<file path="src/rtl/lsu_mem_ctrl_if.sv">
// Bus bundle for the load/store unit: core request/response handshake plus
// the single-port synchronous data-memory port.
// The slave modport is the LSU view; master is the core/memory side.
interface lsu_mem_ctrl_if;
    // Core request channel
    logic        req_valid;
    logic        req_ready;
    logic        req_we;
    logic [1:0]  req_size;
    logic        req_unsigned;
    logic [31:0] req_addr;
    logic [31:0] req_wdata;

    // Core response channel
    logic        rsp_valid;
    logic        rsp_ready;
    logic [31:0] rsp_rdata;
    logic        rsp_err;

    // Data memory port
    logic [31:0] mem_addr;
    logic [31:0] mem_wdata;
    logic        mem_rw;
    logic [31:0] mem_rdata;

    modport slave (
        input  req_valid, req_we, req_size, req_unsigned, req_addr, req_wdata,
        input  rsp_ready, mem_rdata,
        output req_ready, rsp_valid, rsp_rdata, rsp_err,
        output mem_addr, mem_wdata, mem_rw
    );

    modport master (
        output req_valid, req_we, req_size, req_unsigned, req_addr, req_wdata,
        output rsp_ready, mem_rdata,
        input  req_ready, rsp_valid, rsp_rdata, rsp_err,
        input  mem_addr, mem_wdata, mem_rw
    );
endinterface

</file>
<file path="src/rtl/lsu_mem_ctrl.sv">
// lsu_mem_ctrl: load/store unit between the core memory stage and a
// single-port synchronous word memory without byte enables.
// Sub-word stores are done as read-modify-write; loads are lane-selected and
// sign/zero-extended. One request is outstanding at a time.
// Optional feature macro: LSU_MISALIGN_CHECK_EN
//   defined   : misaligned half/word requests are rejected with rsp_err=1 and
//               make no memory access
//   undefined : low address bits are forced to natural alignment, rsp_err=0
module lsu_mem_ctrl #(
    parameter int MEM_ADDR_WIDTH = 10,
    parameter int DATA_WIDTH     = 32
) (
    input  logic          clk,
    input  logic          reset,
    lsu_mem_ctrl_if.slave bus
);

    typedef enum logic [2:0] {
        IDLE,
        RD,
        RD_WAIT,
        RMW_WR,
        RESP
    } state_t;

    state_t r_state;
    state_t w_state_nxt;

    // Registered outputs
    logic                  r_req_ready;
    logic                  r_rsp_valid;
    logic                  r_rsp_err;
    logic                  r_mem_rw;
    logic [DATA_WIDTH-1:0] r_rsp_rdata;
    logic [31:0]           r_mem_addr;
    logic [DATA_WIDTH-1:0] r_mem_wdata;

    // Request fields captured at accept
    logic        r_we;
    logic        r_uns;
    logic [1:0]  r_size;
    logic [1:0]  r_lane;
    logic [15:0] r_wdata16;

    logic        w_accept;
    logic        w_is_word;
    logic        w_is_half;
    logic        w_misalign;
    logic [1:0]  w_lane;
    logic [31:0] w_word_addr;
    logic        w_unused_addr;

    // Pick the addressed byte/half of a memory word and extend it to 32 bits.
    function automatic logic [31:0] load_extract(
        input logic [31:0] word,
        input logic [1:0]  size,
        input logic [1:0]  lane,
        input logic        uns
    );
        logic [7:0]  b;
        logic [15:0] h;
        case (lane)
            2'd0:    b = word[7:0];
            2'd1:    b = word[15:8];
            2'd2:    b = word[23:16];
            default: b = word[31:24];
        endcase
        h = lane[1] ? word[31:16] : word[15:0];
        if (size[1])
            return word;
        else if (size[0])
            return {{16{~uns & h[15]}}, h};
        else
            return {{24{~uns & b[7]}}, b};
    endfunction

    // Overwrite the addressed byte/half of the read word with store data.
    function automatic logic [31:0] store_merge(
        input logic [31:0] word,
        input logic [15:0] wd,
        input logic        is_half,
        input logic [1:0]  lane
    );
        logic [31:0] m;
        m = word;
        if (is_half) begin
            if (lane[1]) m[31:16] = wd;
            else         m[15:0]  = wd;
        end else begin
            case (lane)
                2'd0:    m[7:0]   = wd[7:0];
                2'd1:    m[15:8]  = wd[7:0];
                2'd2:    m[23:16] = wd[7:0];
                default: m[31:24] = wd[7:0];
            endcase
        end
        return m;
    endfunction

    assign w_accept      = bus.req_valid & r_req_ready;
    assign w_word_addr   = {{(32-MEM_ADDR_WIDTH){1'b0}}, bus.req_addr[MEM_ADDR_WIDTH+1:2]};
    // Address bits above the memory range alias and are deliberately ignored.
    assign w_unused_addr = ^bus.req_addr[31:MEM_ADDR_WIDTH+2];

    // Decode size, detect misalignment or force natural alignment of the lane.
    always_comb begin
        w_is_word  = bus.req_size[1];
        w_is_half  = (bus.req_size == 2'b01);
        w_lane     = bus.req_addr[1:0];
        w_misalign = 1'b0;
`ifdef LSU_MISALIGN_CHECK_EN
        w_misalign = (w_is_half & bus.req_addr[0]) |
                     (w_is_word & (bus.req_addr[1:0] != 2'b00));
`else
        if (w_is_word)
            w_lane = 2'b00;
        else if (w_is_half)
            w_lane[0] = 1'b0;
`endif
    end

    // State register.
    always_ff @(posedge clk) begin
        if (reset)
            r_state <= IDLE;
        else
            r_state <= w_state_nxt;
    end

    // Next-state logic: word stores write directly, everything else reads first.
    always_comb begin
        w_state_nxt = r_state;
        case (r_state)
            IDLE: begin
                if (w_accept) begin
                    if (w_misalign)
                        w_state_nxt = RESP;
                    else if (bus.req_we & w_is_word)
                        w_state_nxt = RMW_WR;
                    else
                        w_state_nxt = RD;
                end
            end
            RD:      w_state_nxt = RD_WAIT;
            RD_WAIT: w_state_nxt = r_we ? RMW_WR : RESP;
            RMW_WR:  w_state_nxt = RESP;
            RESP:    if (bus.rsp_ready) w_state_nxt = IDLE;
            default: w_state_nxt = IDLE;
        endcase
    end

    // Handshake and write strobe registered from the next state so they are
    // glitch-free and all read 0 while reset is held.
    always_ff @(posedge clk) begin
        if (reset) begin
            r_req_ready <= 1'b0;
            r_rsp_valid <= 1'b0;
            r_mem_rw    <= 1'b0;
        end else begin
            r_req_ready <= (w_state_nxt == IDLE);
            r_rsp_valid <= (w_state_nxt == RESP);
            r_mem_rw    <= (w_state_nxt == RMW_WR);
        end
    end

    // Capture request fields at accept; upstream may change them afterwards.
    always_ff @(posedge clk) begin
        if (w_accept) begin
            r_we      <= bus.req_we;
            r_uns     <= bus.req_unsigned;
            r_size    <= bus.req_size;
            r_lane    <= w_lane;
            r_wdata16 <= bus.req_wdata[15:0];
        end
    end

    // Memory address/data and response data; mem_addr holds between accesses.
    always_ff @(posedge clk) begin
        if (reset) begin
            r_rsp_rdata <= '0;
            r_rsp_err   <= 1'b0;
            r_mem_addr  <= '0;
            r_mem_wdata <= '0;
        end else begin
            case (r_state)
                IDLE: begin
                    if (w_accept) begin
                        r_rsp_rdata <= '0;
                        r_rsp_err   <= w_misalign;
                        if (!w_misalign) begin
                            r_mem_addr <= w_word_addr;
                            if (bus.req_we & w_is_word)
                                r_mem_wdata <= bus.req_wdata;
                        end
                    end
                end
                RD_WAIT: begin
                    if (r_we)
                        r_mem_wdata <= store_merge(bus.mem_rdata, r_wdata16, r_size[0], r_lane);
                    else
                        r_rsp_rdata <= load_extract(bus.mem_rdata, r_size, r_lane, r_uns);
                end
                default: ;
            endcase
        end
    end

    assign bus.req_ready = r_req_ready;
    assign bus.rsp_valid = r_rsp_valid;
    assign bus.rsp_rdata = r_rsp_rdata;
    assign bus.rsp_err   = r_rsp_err;
    assign bus.mem_addr  = r_mem_addr;
    assign bus.mem_wdata = r_mem_wdata;
    assign bus.mem_rw    = r_mem_rw;

endmodule

</file>
<file path="src/flat_wrapper.sv">
// flat-port wrapper written by rule: the top's interface ports become plain ports
module lsu_mem_ctrl_flat 
#(
    parameter int MEM_ADDR_WIDTH = 10,
    parameter int DATA_WIDTH     = 32
)
  (clk, reset, bus_req_valid, bus_req_we, bus_req_size, bus_req_unsigned, bus_req_addr, bus_req_wdata, bus_rsp_ready, bus_mem_rdata, bus_req_ready, bus_rsp_valid, bus_rsp_rdata, bus_rsp_err, bus_mem_addr, bus_mem_wdata, bus_mem_rw);
  lsu_mem_ctrl_if bus_i ();
  input  logic clk;
  input  logic reset;
  input wire logic [$bits(bus_i.req_valid)-1:0] bus_req_valid;
  input wire logic [$bits(bus_i.req_we)-1:0] bus_req_we;
  input wire logic [$bits(bus_i.req_size)-1:0] bus_req_size;
  input wire logic [$bits(bus_i.req_unsigned)-1:0] bus_req_unsigned;
  input wire logic [$bits(bus_i.req_addr)-1:0] bus_req_addr;
  input wire logic [$bits(bus_i.req_wdata)-1:0] bus_req_wdata;
  input wire logic [$bits(bus_i.rsp_ready)-1:0] bus_rsp_ready;
  input wire logic [$bits(bus_i.mem_rdata)-1:0] bus_mem_rdata;
  output wire logic [$bits(bus_i.req_ready)-1:0] bus_req_ready;
  output wire logic [$bits(bus_i.rsp_valid)-1:0] bus_rsp_valid;
  output wire logic [$bits(bus_i.rsp_rdata)-1:0] bus_rsp_rdata;
  output wire logic [$bits(bus_i.rsp_err)-1:0] bus_rsp_err;
  output wire logic [$bits(bus_i.mem_addr)-1:0] bus_mem_addr;
  output wire logic [$bits(bus_i.mem_wdata)-1:0] bus_mem_wdata;
  output wire logic [$bits(bus_i.mem_rw)-1:0] bus_mem_rw;
  assign bus_i.req_valid = bus_req_valid;
  assign bus_i.req_we = bus_req_we;
  assign bus_i.req_size = bus_req_size;
  assign bus_i.req_unsigned = bus_req_unsigned;
  assign bus_i.req_addr = bus_req_addr;
  assign bus_i.req_wdata = bus_req_wdata;
  assign bus_i.rsp_ready = bus_rsp_ready;
  assign bus_i.mem_rdata = bus_mem_rdata;
  assign bus_req_ready = bus_i.req_ready;
  assign bus_rsp_valid = bus_i.rsp_valid;
  assign bus_rsp_rdata = bus_i.rsp_rdata;
  assign bus_rsp_err = bus_i.rsp_err;
  assign bus_mem_addr = bus_i.mem_addr;
  assign bus_mem_wdata = bus_i.mem_wdata;
  assign bus_mem_rw = bus_i.mem_rw;
  lsu_mem_ctrl #(.MEM_ADDR_WIDTH(MEM_ADDR_WIDTH), .DATA_WIDTH(DATA_WIDTH)) u_core (.clk(clk), .reset(reset), .bus(bus_i));
endmodule
</file>
<file path="config.mk">
export PLATFORM = sky130hd
export DESIGN_NAME = lsu_mem_ctrl_flat
export DESIGN_NICKNAME = d
export VERILOG_FILES = /design/src/rtl/lsu_mem_ctrl_if.sv /design/src/rtl/lsu_mem_ctrl.sv /design/src/flat_wrapper.sv
export SDC_FILE = /design/constraint.sdc
export NUM_CORES = 1
export LEC_CHECK = 0
export BUFFER_PORTS_ARGS = -buffer_cell sky130_fd_sc_hd__buf_2
export CELL_PAD_IN_SITES_DETAIL_PLACEMENT = 1
export CELL_PAD_IN_SITES_GLOBAL_PLACEMENT = 1
export CORE_MARGIN = 4
export CORE_UTILIZATION = 38
export DETAILED_ROUTE_END_ITERATION = 8
export GPL_ROUTABILITY_DRIVEN = 0
export GPL_TIMING_DRIVEN = 0
export HOLD_SLACK_MARGIN = 0.12
export PLACE_DENSITY_LB_ADDON = 0.05
export SYNTH_ARGS = -nofsm -noshare
export SYNTH_HDL_FRONTEND = slang
export SYNTH_SLANG_ARGS = --single-unit
</file>
<file path="constraint.sdc">
create_clock -name clk -period 6 [get_ports clk]
set_clock_uncertainty 0.15 [all_clocks]
set_input_delay 0.3 -clock clk [delete_from_list [all_inputs] [get_ports clk]]
set_output_delay 0.3 -clock clk [all_outputs]
set_load 0.02 [all_outputs]
</file>
---- Word-level counts from Yosys, hierarchy flattened ----
Cells that the tools add are included.
storage, ports and cells
  input bits .............................. 104
  register bits ........................... 102
  output and inout bits ................... 100
cells by class
  multiplexer cells ....................... 26
  reduce and logical (&&, ||, !) cells .... 9
  equal/unequal tests ..................... 13
  bitwise gates (word level) .............. 5
operators by type and width
  operator              count
  $mux W32              8
  $pmux W32 S2          2
  $mux W8               7
  $mux W16              3
  $pmux W8 S3           1
  $pmux W3 S5           1
  $eq A3 B2 Y1 const B  3
  $mux W3               3
  $eq A3 B3 Y1 const B  2
  $logic_not A3 Y1      2
  $ne A2 B1 Y1 const B  3
  $and A1 B1 Y1         4
  $eq A2 B1 Y1 const B  2
  $reduce_and A4 Y1     1
  $eq A3 B1 Y1 const B  1
  $reduce_and A3 Y1     1
  $reduce_or A3 Y1      1
  $eq A2 B2 Y1 const B  1
  $logic_not A2 Y1      1
  $mux W2               1
  $ne A2 B2 Y1 const B  1
  $reduce_and A2 Y1     1
  $reduce_bool A2 Y1    1
  $reduce_or A2 Y1      1
  $not A1 Y1            1

---- Longest topological paths before layout ----
Gate-level depths: netlist of run 1.
  word-level depth ........................ 10
  depth in mapped cells ................... 7
  depth with buffers taken out ............ 4

---- Least setup slack after synthesis of run 1 ----
Ideal clock, no wire load.
  path kind ............................... register -> register
  start point ............................. reg u_core.r_req_ready (netlist: u_core.bus.req_ready)
  end point ............................... reg u_core.r_mem_wdata[0] (netlist: u_core.bus.mem_wdata[0])
  setup time .............................. 0.101 ns
  setup slack ............................. 3.516 ns
  buffers on the path ..................... 2
  stages on the path, launching flop included .. 6
  arrival ................................. 2.233 ns
  cells stage by stage .................... dfxtp_1 and2_1 clkbuf_1 a32oi_1 clkbuf_1 o41ai_1
between the ends
  cells in the longest elaborated chain, start to end .. 3
ends and longest elaborated chain
  what                                line                 RTL
  start: declaration                  lsu_mem_ctrl.sv:30   logic r_req_ready;
  start signal: assignment            lsu_mem_ctrl.sv:160  r_req_ready <= (w_state_nxt == IDLE);
  $and A1 B1 Y1                       lsu_mem_ctrl.sv:100  assign w_accept = bus.req_valid & r_req_ready;
  net u_core.w_accept                 lsu_mem_ctrl.sv:45   logic w_accept;
  $ne A2 B1 Y1 (no source line)       -
  $reduce_and A4 Y1 (no source line)  -
  end signal: assignment              lsu_mem_ctrl.sv:193  r_mem_wdata <= bus.req_wdata;
  end signal: assignment              lsu_mem_ctrl.sv:199  r_mem_wdata <= store_merge(bus.mem_rdata, r_wdata16, r_size[0], r_lane);
  end: declaration                    lsu_mem_ctrl.sv:36   logic [DATA_WIDTH-1:0] r_mem_wdata;
The timed path passes the listed nets, and every way through them passes these cells.
A chain may end at the register's enable or synchronous reset.

---- Worst setup path after layout of run 1 ----
  start point ............................. reg u_core.r_state[1]
  end point ............................... reg u_core.r_mem_wdata[4] (netlist: u_core.bus.mem_wdata[4])
between the ends
  cells in the longest elaborated chain, start to end .. 3
  elaborated cells between the ends (all ways) .. 8
ends and longest elaborated chain
  what                                                                 line                 RTL
  start: declaration                                                   lsu_mem_ctrl.sv:26   state_t r_state;
  start signal: assignment                                             lsu_mem_ctrl.sv:127  r_state <= w_state_nxt;
  $eq A3 B2 Y1 or $logic_not A3 Y1 (tied branches)                     -
  $ne A2 B1 Y1 (no source line) or $reduce_bool A2 Y1 (tied branches)  -
  $reduce_and A4 Y1 (no source line)                                   -
Parallel ways exist; a longest one is shown, timed or not.

==> results.md, run 1 <==
* Pre-antenna DRT Iters at 5
* Hold Crit Depth at 3
* Worst Path Buf+Inv at 1
* Sequential element share of the synthesized area at 46.4%
* VDD IR max at 0.000163 V
* Worst reg2reg path depth at 4
* Crit. End Element: register
* Critical path, cell by cell: nor3b_1 > a32oi_1 > clkbuf_1 > o41ai_1
* Number of I/O pins at 204
* Pwr/cell area at 244 mW/mm2
* Final nets at 862
* Post-synthesis cell count at 523
* Total Wirelength at 18.5 mm
* Number of vias per cell at 5.41
* Synth area leaders: dfxtp_1 (33%), edfxtp_1 (14%), a21oi_1 (5.8%), o221ai_1 (4.3%), a211oi_1 (3.8%)
* Final hold viol count at 0
* Yosys top cell by area: dfxtp_1
* Post-synthesis area per instance at 9.33 um2
* Layout cell share with drive strength beyond 1 at 28.8%
* Vias in the first global route at 5149
* Tmin final at 2.81 ns
* Hold-fix buffers, CTS at 42
* R2r endpoint: u_core.bus.mem_wdata[4]
* Clk buf depth at 2
* FF-to-FF Start: u_core.r_state[1]
* Residual DRC at 0
* Met2 wire length at 9.11 mm
* DR WL/cell at 19.7 um
* Number of H-tree levels at 3
* First-pass GRT wire length at 28.5 mm
* CP max FO at 10
* # rows at 41
* Starting Density at 38.7%
* Initial antenna violation count at 0
* Slowest stage delay, CP at 0.84 ns
* Die Ht at 121 um
* Uppermost layer routed: met4
* Tot GR Track Use at 25.0%
* Met1 Wirelength at 7.72 mm
* RSZ-0062 raised after global routing: no
* Yosys cell types at 44
* Final Util at 52.9%
* Worst Setup SP: u_core.r_state[1]
* Hold Crit Start: bus_req_wdata[27]
* WL met3 at 1.29 mm
* Crit path depth at 4
* DIE WIDTH at 121 um
* Worst Path Arrival at 2.89 ns
* CTS root buf: clkbuf_16
* DP HPWL at 14.1 mm
* TritonCTS Buffers at 9
* Final period util at 46.9%
* Worst hold path type: primary input to register
* Post_cts resized at 0
* Layout area overhead at 36.8%
* Finish-stage setup viols at 0
* EDFF count, synth at 22
* Worst Max-Slew Pin Slew at 1.08 ns
* Port bufs at 160
* Worst path required time at 6.08 ns
* Via Count at 5058
* Max-cap violation count at 0
* LEAKAGE at 2.86 nW
* CP Class: register to register
* Final Max Tran Viols at 0
* Antenna diode count at 0
* Post-Syn Area at 0.00488 mm2
* FF+latch count, synth at 102
* Startpoint Class: register
* Synth warn at 0
* Delay-heaviest family, CP: compound AO/OA/AOI/OAI gates
* Post-CTS setup buffer count at 0
* Clock transition at the registers of the reported paths at 0.07 ns
* Setup_tns at 0 ns
* FMAX at 355 MHz
* Final ANT Viol Nets at 0
* Status: completed
* Main synth FF type: dfxtp_1
* Max_slew headroom at 27.6%
* CTS tree: built
* Worst setup endpoint: u_core.bus.mem_wdata[4]
* Iter 0 DRT Violations at 354
* GRT overflow at 0
* FILL cells at 1543
* Post-synth ARST share at 0%
* Largest net degree at the start of global routing at 29
* Synth top area share at 32.8%
* Critical path's slowest cell: nor3b_1
* Core area at 0.0126 mm2
* Clk sinks at 102
* Reg2Reg Setup Slack at 3.19 ns
* Worst skew pair latency at 0.36 ns
* Full die area at 0.0147 mm2
-- worst min-delay path by stage --
stage / to / slack (ns)
floorplan: u_core.r_size[0] / 0.25
global placement: u_core.bus.rsp_rdata[2] / 0.29
detailed placement: u_core.bus.rsp_rdata[3] / 0.30
CTS: u_core.bus.rsp_rdata[29] / 0.12
global route: u_core.bus.rsp_rdata[26] / 0.13
finish: u_core.bus.mem_wdata[27] / 0.13
-- report_power, final --
| group | leakage [nW] | switching (mW) | internal (mW) |
|---|---|---|---|
| Combinational | 1.88 | 0.199 | 0.118 |
| Clock | 0.134 | 0.271 | 0.282 |
| Sequential | 0.852 | 0.0209 | 0.736 |
-- stage by stage --
stage | cell area (um2) | worst slack, ns | hold WS (ns) | std cells | power (mW)
2_1_floorplan | 4960 | 3.52 | 0.249 | 545 | 0.946
3_3_place_gp | 5980 | 2.88 | 0.289 | 877 | 1.06
3_5_place_dp | 5980 | 2.67 | 0.298 | 877 | 1.06
4_1_cts | 6670 | 2.67 | 0.121 | 935 | 1.63
5_1_grt | 6670 | 2.94 | 0.134 | 935 | 1.69
6_report | 6670 | 3.19 | 0.133 | 935 | 1.63
-- cells by family after synthesis --
family | Yosys count | synth area share, %
other | 1 | 0.0769
AND/OR/NAND/NOR | 127 | 13.7
multiplexers | 11 | 2.31
flip-flops | 102 | 46.4
AO/OA/AOI/OAI | 196 | 28.6
buffers and inverters | 86 | 8.90
-- routing by layer --
layer  GRT usage (%)  vias up
li1                -     2381
met1            32.1     2449
met2            43.0      207
met3            4.48       21
met4            6.86        0
met5               0        -
-- cell usage after synthesis (all sizes together), types with 3 or more instances --
cell      n
nand2    49
nor3      3
nand2b    6
edfxtp   22
o2bb2ai   7
nor2     31
o41ai     8
mux2i     9
and2      3
a211oi   25
dfxtp    80
a2bb2oi   7
buf      31
a221o    16
a21oi    57
nor3b     3
a211o     7
o221ai   24
inv      17
o21ai    23
o211ai    7
a21boi    8
nor4b     4
clkbuf   38
or3       8
nand3b   16
-- state kept, by name, indices dropped and copies added, names as in the netlist --
signal,count
u_core.bus.mem_addr,10
u_core.bus.rsp_rdata,32
u_core.bus.mem_wdata,32
u_core.r_we,1
u_core.r_lane,2
u_core.r_uns,1
u_core.r_size,2
u_core.bus.mem_rw,1
u_core.bus.req_ready,1
u_core.r_state,3
u_core.r_wdata16,16
u_core.bus.rsp_valid,1
-- worst reg2reg max path, delay by kind of cell (launching register included) --
kind,cells,cell delay (ns)
buf+inv,1,0.37
compound gates,2,0.90
flops,1,0.43
simple gates,1,0.85
-- cells in the final DEF (no fill, tap or decap), types with 2 or more instances in the layout --
master and n:
mux2i_1 9, buf_1 3, a221o_1 6, a21boi_0 8, nor4b_1 2, clkbuf_1 37
nor2b_1 2, dlygate4sd3_1 42, mux2_2 2, dfxtp_1 80, buf_2 162, a2bb2oi_1 7
inv_1 17, buf_6 3, a221o_2 10, a32o_1 2, clkbuf_16 9, a21oi_1 57
o41ai_1 8, nor3b_1 3, nand2b_1 6, and2_1 3, or3_1 7, edfxtp_1 22
nor3_1 3, nand3b_1 16, nand2_1 49, o221ai_1 24, nor2_1 31, buf_4 23
o2bb2ai_1 7, clkinv_2 2, a211o_1 7, o21ai_0 23, a211oi_1 25, inv_6 2
o211ai_1 7, conb_1 23
-- area by class of cell --
cell class / count / area (um2) / share of cell area [%]
clock inverter: 7 / 47.5 / 0.713
tap: 172 / 215 / 3.23
buffer: 69 / 372 / 5.57
sequential: 102 / 2260 / 33.9
clock buffer: 9 / 225 / 3.38
timing repair buffer: 202 / 1220 / 18.3
multi-input combinational: 357 / 2260 / 33.9
inverter: 17 / 63.8 / 0.956
No activity file was read; power rests on OpenSTA's default activity.
==> run 2, diff against run 1 <==
--- a/config.mk
+++ b/config.mk
@@ -5,11 +5,12 @@
 export SDC_FILE = /design/constraint.sdc
 export NUM_CORES = 1
 export LEC_CHECK = 0
+export ABC_AREA = 1
 export BUFFER_PORTS_ARGS = -buffer_cell sky130_fd_sc_hd__buf_2
 export CELL_PAD_IN_SITES_DETAIL_PLACEMENT = 1
 export CELL_PAD_IN_SITES_GLOBAL_PLACEMENT = 1
 export CORE_MARGIN = 4
-export CORE_UTILIZATION = 38
+export CORE_UTILIZATION = 31
 export DETAILED_ROUTE_END_ITERATION = 8
 export GPL_ROUTABILITY_DRIVEN = 0
 export GPL_TIMING_DRIVEN = 0
==> constraint.sdc (replaced) <==
create_clock -name clk -period 2.3 [get_ports clk]
set_clock_uncertainty 0.15 [all_clocks]
set_input_delay 0.115 -clock clk [delete_from_list [all_inputs] [get_ports clk]]
set_output_delay 0.115 -clock clk [all_outputs]
set_load 0.02 [all_outputs]
==> run 2 against run 1 <==
Synthesized area up 13%. Final cell count rose by 33%. Combinational power rose to 4.0 times the previous value. Power grew to 3.0 times the previous value. Utilization decreased by 8.4 points. Sequential share of layout area decreased by 4.6 points. Fmax is 31% higher. Synthesized cell count increased by 43%.
==> results.md, run 2 <==
* Status: completed
* Hold worst-path end: u_core.bus.rsp_rdata[12]
* Clock transition at the registers of the reported paths at 0.08 ns
* Number of I/O pins at 204
* VDD IR max at 0.000361 V
* Commonest non-fill, non-tap cell in the layout: buf_2
* Post-Syn Area at 0.00551 mm2
* Busiest grt layer: met2
* Post-synthesis cell count at 749
* RSZ-0062 raised after global routing: no
* Layout area overhead at 40.2%
* Vias in the first global route at 6477
* Sequential element share of the synthesized area at 41.1%
* Grt met2 use at 38.4%
* Post-DP Area at 0.00667 mm2
* Hold Crit Start: bus_mem_rdata[12]
* Worst hold path type: primary input to register
* Worst Max-Slew Pin Slew at 0.708 ns
* Worst path required time at 2.36 ns
* Final hold viol count at 0
* GRT overflow at 0
* Core area at 0.0174 mm2
* Post-synth ARST share at 0%
* Antenna diode count at 0
* Number of vias per cell at 5.07
* Place WS at -0.297 ns
* Final nets at 1120
* Worst Path Buf+Inv at 3
* First-pass GRT wire length at 36.5 mm
* Main synth FF type: dfxtp_1
* Largest net degree at the start of global routing at 24
* Pwr/cell area at 633 mW/mm2
* Hold slack at 0.111 ns
* Finish-stage setup viols at 0
* Routing usage on met3 at 4.58%
* Pre-antenna DRT Iters at 4
* Count leader, synth: nand2_1
* Synth warn at 0
* Setup slack after layout at 0.151 ns
* Final Max Tran Viols at 0
* Post-synthesis area per instance at 7.35 um2
* Critical path's slowest cell: dfxtp_1
* FF-to-FF Start: u_core.bus.req_ready
* CP max FO at 12
* Layout cell share with drive strength beyond 1 at 26.3%
* Commonest cells post-synth: nand2_1 (172), dfxtp_1 (80), o21ai_0 (79)
* Tot GR Track Use at 23.2%
* CTS tree: built
* Critical path, cell by cell: nand2_1 > clkinvlp_4 > nand3_1 > o21ai_2 > buf_4 > buf_2 > a31oi_1
* Final Util at 44.5%
* Iter 0 DRT Violations at 306
* Tmin final at 2.15 ns
* CP Class: register to register
* CTS root buf: clkbuf_16
* Synth top area share at 29.1%
* Max-cap violation count at 0
* Clk buf depth at 2
* Worst Path Arrival at 2.21 ns
* Worst reg2reg path depth at 7
* FMAX at 465 MHz
* Die Ht at 141 um
* TritonCTS Buffers at 9
* Slowest stage delay, CP at 0.35 ns
* Worst skew pair latency at 0.36 ns
* Crit. End Element: register
* Final ANT Viol Nets at 0
* R2r endpoint: u_core.bus.mem_wdata[4]
* Most frequent cells in the layout: buf_2 (183), nand2_1 (172), dfxtp_1 (80)
* Placed Cells at 1155
* Reg2Reg Setup Slack at 0.15 ns
* Final period util at 93.4%
* Port bufs at 159
* Final instance area at 0.00772 mm2
* Grt met1 use at 31.1%
* LEAKAGE at 3.53 nW
* Total Wirelength at 23.3 mm
* Number of H-tree levels at 3
* Startpoint Class: register
* Synth area leaders: dfxtp_1 (29%), edfxtp_1 (12%), nand2_1 (12%), o21ai_0 (7.2%), a21oi_1 (5.2%)
* Via Count at 6311
* Residual DRC at 0
* Hold Crit Depth at 5
* Initial antenna violation count at 0
* Non-Filler Instances at 1246
* FF+latch count, synth at 102
* Delay-heaviest family, CP: buffers and inverters
* EDFF count, synth at 22
* Max_slew headroom at 52.2%
* Yosys cell types at 37
* DR WL/cell at 18.7 um
* Yosys top cell by area: dfxtp_1
* Starting Density at 31.7%
* DP HPWL at 17.7 mm
* Full die area at 0.0200 mm2
* DIE WIDTH at 141 um
* # rows at 48
* Clk sinks at 102
run 2: cell types whose count changed in the layout (fill, tap and decap cells not counted), moves of 11 or more:
cell,previous run,this run
nand3b_1,16,0
nor2_1,31,59
a31oi_1,0,32
o311ai_0,0,11
nand3_1,0,18
a211oi_1,25,7
dlygate4sd3_1,42,74
buf_2,162,183
inv_1,17,42
o21ai_0,23,79
o221ai_1,24,6
nand2_1,49,172
o211ai_1,7,19
clkbuf_1,37,20
run 2: layout make-up:
type	instances	area [um2]
timing repair inverter	1	5.00
sequential	102	2260
multi-input combinational	541	2690
buffer	78	447
clock inverter	6	55.1
timing repair buffer	233	1540
tap	225	282
clock buffer	10	250
fill	2222	9640
inverter	50	193
run 2: what timing repair did:
item                       4_1_cts  5_1_grt
setup endpoints to repair       33       22
cloned                           0        1
gates resized for setup          1        0
hold buffers                    74        0
hold endpoints to repair        89        0
buffers inserted                 0        0
run 2: kinds of logic after synthesis:
family          count (synthesis)  synth area share, %
compound gates                244                 26.5
simple gates                  274                 20.8
buf+inv                       128                 11.5
flops                         102                 41.1
other cells                     1               0.0681
run 2: worst max path at each step:
stage | cells past startpoint | startpoint | slack, ns | endpoint
2_1_floorplan | 7 | u_core.bus.req_ready | 0.27 | u_core.bus.mem_wdata[0]
3_3_place_gp | 7 | u_core.bus.req_ready | -0.24 | u_core.bus.mem_wdata[4]
3_5_place_dp | 7 | u_core.bus.req_ready | -0.30 | u_core.bus.mem_wdata[4]
4_1_cts | 7 | u_core.bus.req_ready | 0.04 | u_core.bus.mem_wdata[4]
5_1_grt | 7 | u_core.bus.req_ready | 0.003 | u_core.bus.mem_wdata[4]
6_report | 7 | u_core.bus.req_ready | 0.15 | u_core.bus.mem_wdata[4]
run 2: power by group:
group / leakage [nW] / total [mW] / internal [mW] / switching [mW]
clock: 0.147 / 1.57 / 0.816 / 0.751
combinational: 2.53 / 1.28 / 0.456 / 0.820
sequential: 0.853 / 2.05 / 1.96 / 0.0823
run 2: stage by stage:
step                power (mW)  TNS [ns]
finish                    4.89         0
global route              5.15         0
CTS                       4.91         0
detailed placement        3.25     -7.25
global placement          3.22     -6.07
floorplan                 2.80         0
run 2: worst reg2reg max path, stage by stage, from the launching register on:
cell,delay [ns]
dfxtp_1,0.35
nand2_1,0.17
clkinvlp_4,0.32
nand3_1,0.14
o21ai_2,0.23
buf_4,0.22
buf_2,0.28
a31oi_1,0.14
run 2: routing by layer:
layer  vias to the layer above  routed length, um
met5                         -                  0
li1                       3055                  -
met1                      3026              10400
met2                       198              11100
met3                        32               1350
met4                         0                442
==> run 3, diff against run 2 <==
--- a/config.mk
+++ b/config.mk
@@ -9,6 +9,7 @@
 export BUFFER_PORTS_ARGS = -buffer_cell sky130_fd_sc_hd__buf_2
 export CELL_PAD_IN_SITES_DETAIL_PLACEMENT = 1
 export CELL_PAD_IN_SITES_GLOBAL_PLACEMENT = 1
+export CORE_ASPECT_RATIO = 1.2
 export CORE_MARGIN = 4
 export CORE_UTILIZATION = 31
 export DETAILED_ROUTE_END_ITERATION = 8
@@ -16,6 +17,7 @@
 export GPL_TIMING_DRIVEN = 0
 export HOLD_SLACK_MARGIN = 0.12
 export PLACE_DENSITY_LB_ADDON = 0.05
+export REMOVE_ABC_BUFFERS = 1
 export SYNTH_ARGS = -nofsm -noshare
 export SYNTH_HDL_FRONTEND = slang
 export SYNTH_SLANG_ARGS = --single-unit
==> run 3 against run 2 <==
Utilization decreased by 0.76 points. Largest power group unchanged. Flip-flop and latch count unchanged. Final area decreased by 0.86%. Critical path type unchanged. Routed wire length decreased by 3.2%. Fmax increased by 1.1%. Power decreased by 1.8%. Combinational power about the same.
==> results.md, run 3 (synthesis gave the netlist of run 2 again) <==
* Status: completed
* Worst Path Arrival at 2.24 ns
* Initial antenna violation count at 0
* Hold slack at 0.173 ns
* Delay-heaviest family, CP: flip-flops
* Slowest stage delay, CP at 0.48 ns
* Final Util at 43.7%
* Via Count at 6096
* Worst skew pair latency at 0.36 ns
* Full die area at 0.0200 mm2
* # rows at 53
* Commonest non-fill, non-tap cell in the layout: nand2_1
* RSZ-0062 raised after global routing: no
* FMAX at 471 MHz
* Die Ht at 154 um
* Vias in the first global route at 6260
* Starting Density at 31.4%
* Antenna diode count at 0
* CP Class: register to register
* Worst Max-Slew Pin Slew at 0.908 ns
* Max_slew headroom at 39.4%
* Pwr/cell area at 627 mW/mm2
* Worst hold path type: primary input to register
* DP HPWL at 14.5 mm
* Number of H-tree levels at 3
* Power after layout at 4.80 mW
* FILL cells at 2216
* First-pass GRT wire length at 35.4 mm
* Layout cell share with drive strength beyond 1 at 25.4%
* Worst path required time at 2.42 ns
* Final ANT Viol Nets at 0
* Port bufs at 160
* Residual DRC at 0
* Final period util at 92.4%
* CP max FO at 19
* Final Max Tran Viols at 0
* Finish-stage setup viols at 0
* DIE WIDTH at 130 um
* Most frequent cells in the layout: nand2_1 (168), buf_2 (160), dlygate4sd3_1 (81)
* Max-cap violation count at 0
* Worst Setup SP: u_core.r_state[1]
* Crit. End Element: register
* VDD IR max at 0.000426 V
* Hold Crit Start: bus_req_valid
* Startpoint Class: register
* Pre-antenna DRT Iters at 4
* GRT overflow at 0
* Clock transition at the registers of the reported paths at 0.07 ns
* Clk buf depth at 2
* Setup_tns at 0 ns
* Tot GR Track Use at 22.6%
* CTS tree: built
* Final nets at 1072
* Final hold viol count at 0
* Total Wirelength at 22.5 mm
* Clk sinks at 102
* CTS root buf: clkbuf_16
* Worst Path Buf+Inv at 2
* Layout area overhead at 39.0%
* Number of vias per cell at 5.11
* LEAKAGE at 3.41 nW
* Critical path, cell by cell: nand3_4 > inv_6 > nand2_2 > o21ai_4 > buf_4 > o21ai_0 > a31oi_1
* Tmin final at 2.13 ns
* Iter 0 DRT Violations at 275
* DR WL/cell at 18.9 um
* TritonCTS Buffers at 9
* Number of I/O pins at 204
* FF-to-FF Start: u_core.r_state[1]
* Critical path's slowest cell: dfxtp_1
* Largest net degree at the start of global routing at 46
* Core area at 0.0175 mm2
run 3: changes by cell type in the layout (fill, tap and decap cells not counted), moves of 4 or more:
cell           change
dlygate4sd3_1      +7
nand2_1            -4
buf_1              -5
clkbuf_1          -17
buf_2             -23
buf_4             -14
run 3: where the power goes:
part / leakage, nW / total (mW) / internal [mW] / switching, mW
Sequential: 0.853 / 2.05 / 1.96 / 0.0837
Combinational: 2.42 / 1.28 / 0.455 / 0.825
Clock: 0.134 / 1.47 / 0.768 / 0.707
Total: 3.41 / 4.80 / 3.19 / 1.62
run 3: what timing repair did:
item	4_1_cts	5_1_grt
hold buffers	81	0
cloned	5	0
setup buffers	11	2
resized for setup	13	10
endpoints found under the hold margin	98	0
pin swaps	3	1
endpoints found under the setup margin	69	62
run 3: through the flow:
step           setup slack, ns  std cells  instance area (um2)
3_5_place_dp             -1.32       1078                 6350
5_1_grt                 0.0144       1193                 7650
2_1_floorplan            -1.18        693                 5140
6_report                 0.175       1193                 7650
3_3_place_gp             -3.41       1073                 6220
4_1_cts                 0.0147       1191                 7610
run 3: routing by layer:
layer | global-route usage [%] | up-vias | share of wire, %
li1 | - | 2969 | -
met2 | 37.6 | 186 | 48
met4 | 5.79 | 0 | 2.0
met5 | 0 | - | 0
met3 | 4.55 | 29 | 6.7
met1 | 29.8 | 2912 | 43
run 3: cell type report:
type,count,area [um2],area share [%]
multi-input combinational,544,2790,36.4
timing repair buffer,259,1830,24.0
clock buffer,13,250,3.27
sequential,102,2260,29.6
tap,220,275,3.60
clock inverter,3,20.0,0.262
inverter,50,216,2.83
timing repair inverter,2,10.0,0.131
run 3: final timing paths:
check	end	slack [ns]	cells past startpoint
worst min register to register	u_core.bus.rsp_rdata[20]	0.31	2
worst max register to register	u_core.bus.mem_wdata[16]	0.17	7
worst max-delay path	u_core.bus.mem_wdata[16]	0.17	7
worst min-delay path	u_core.r_we	0.17	3
run 3: worst register-to-register path, cell delays in order (launching register included):
cell     delay (ns)
dfxtp_1        0.48
nand3_4        0.29
inv_6          0.27
nand2_2        0.17
o21ai_4        0.13
buf_4          0.21
o21ai_0        0.11
a31oi_1        0.23
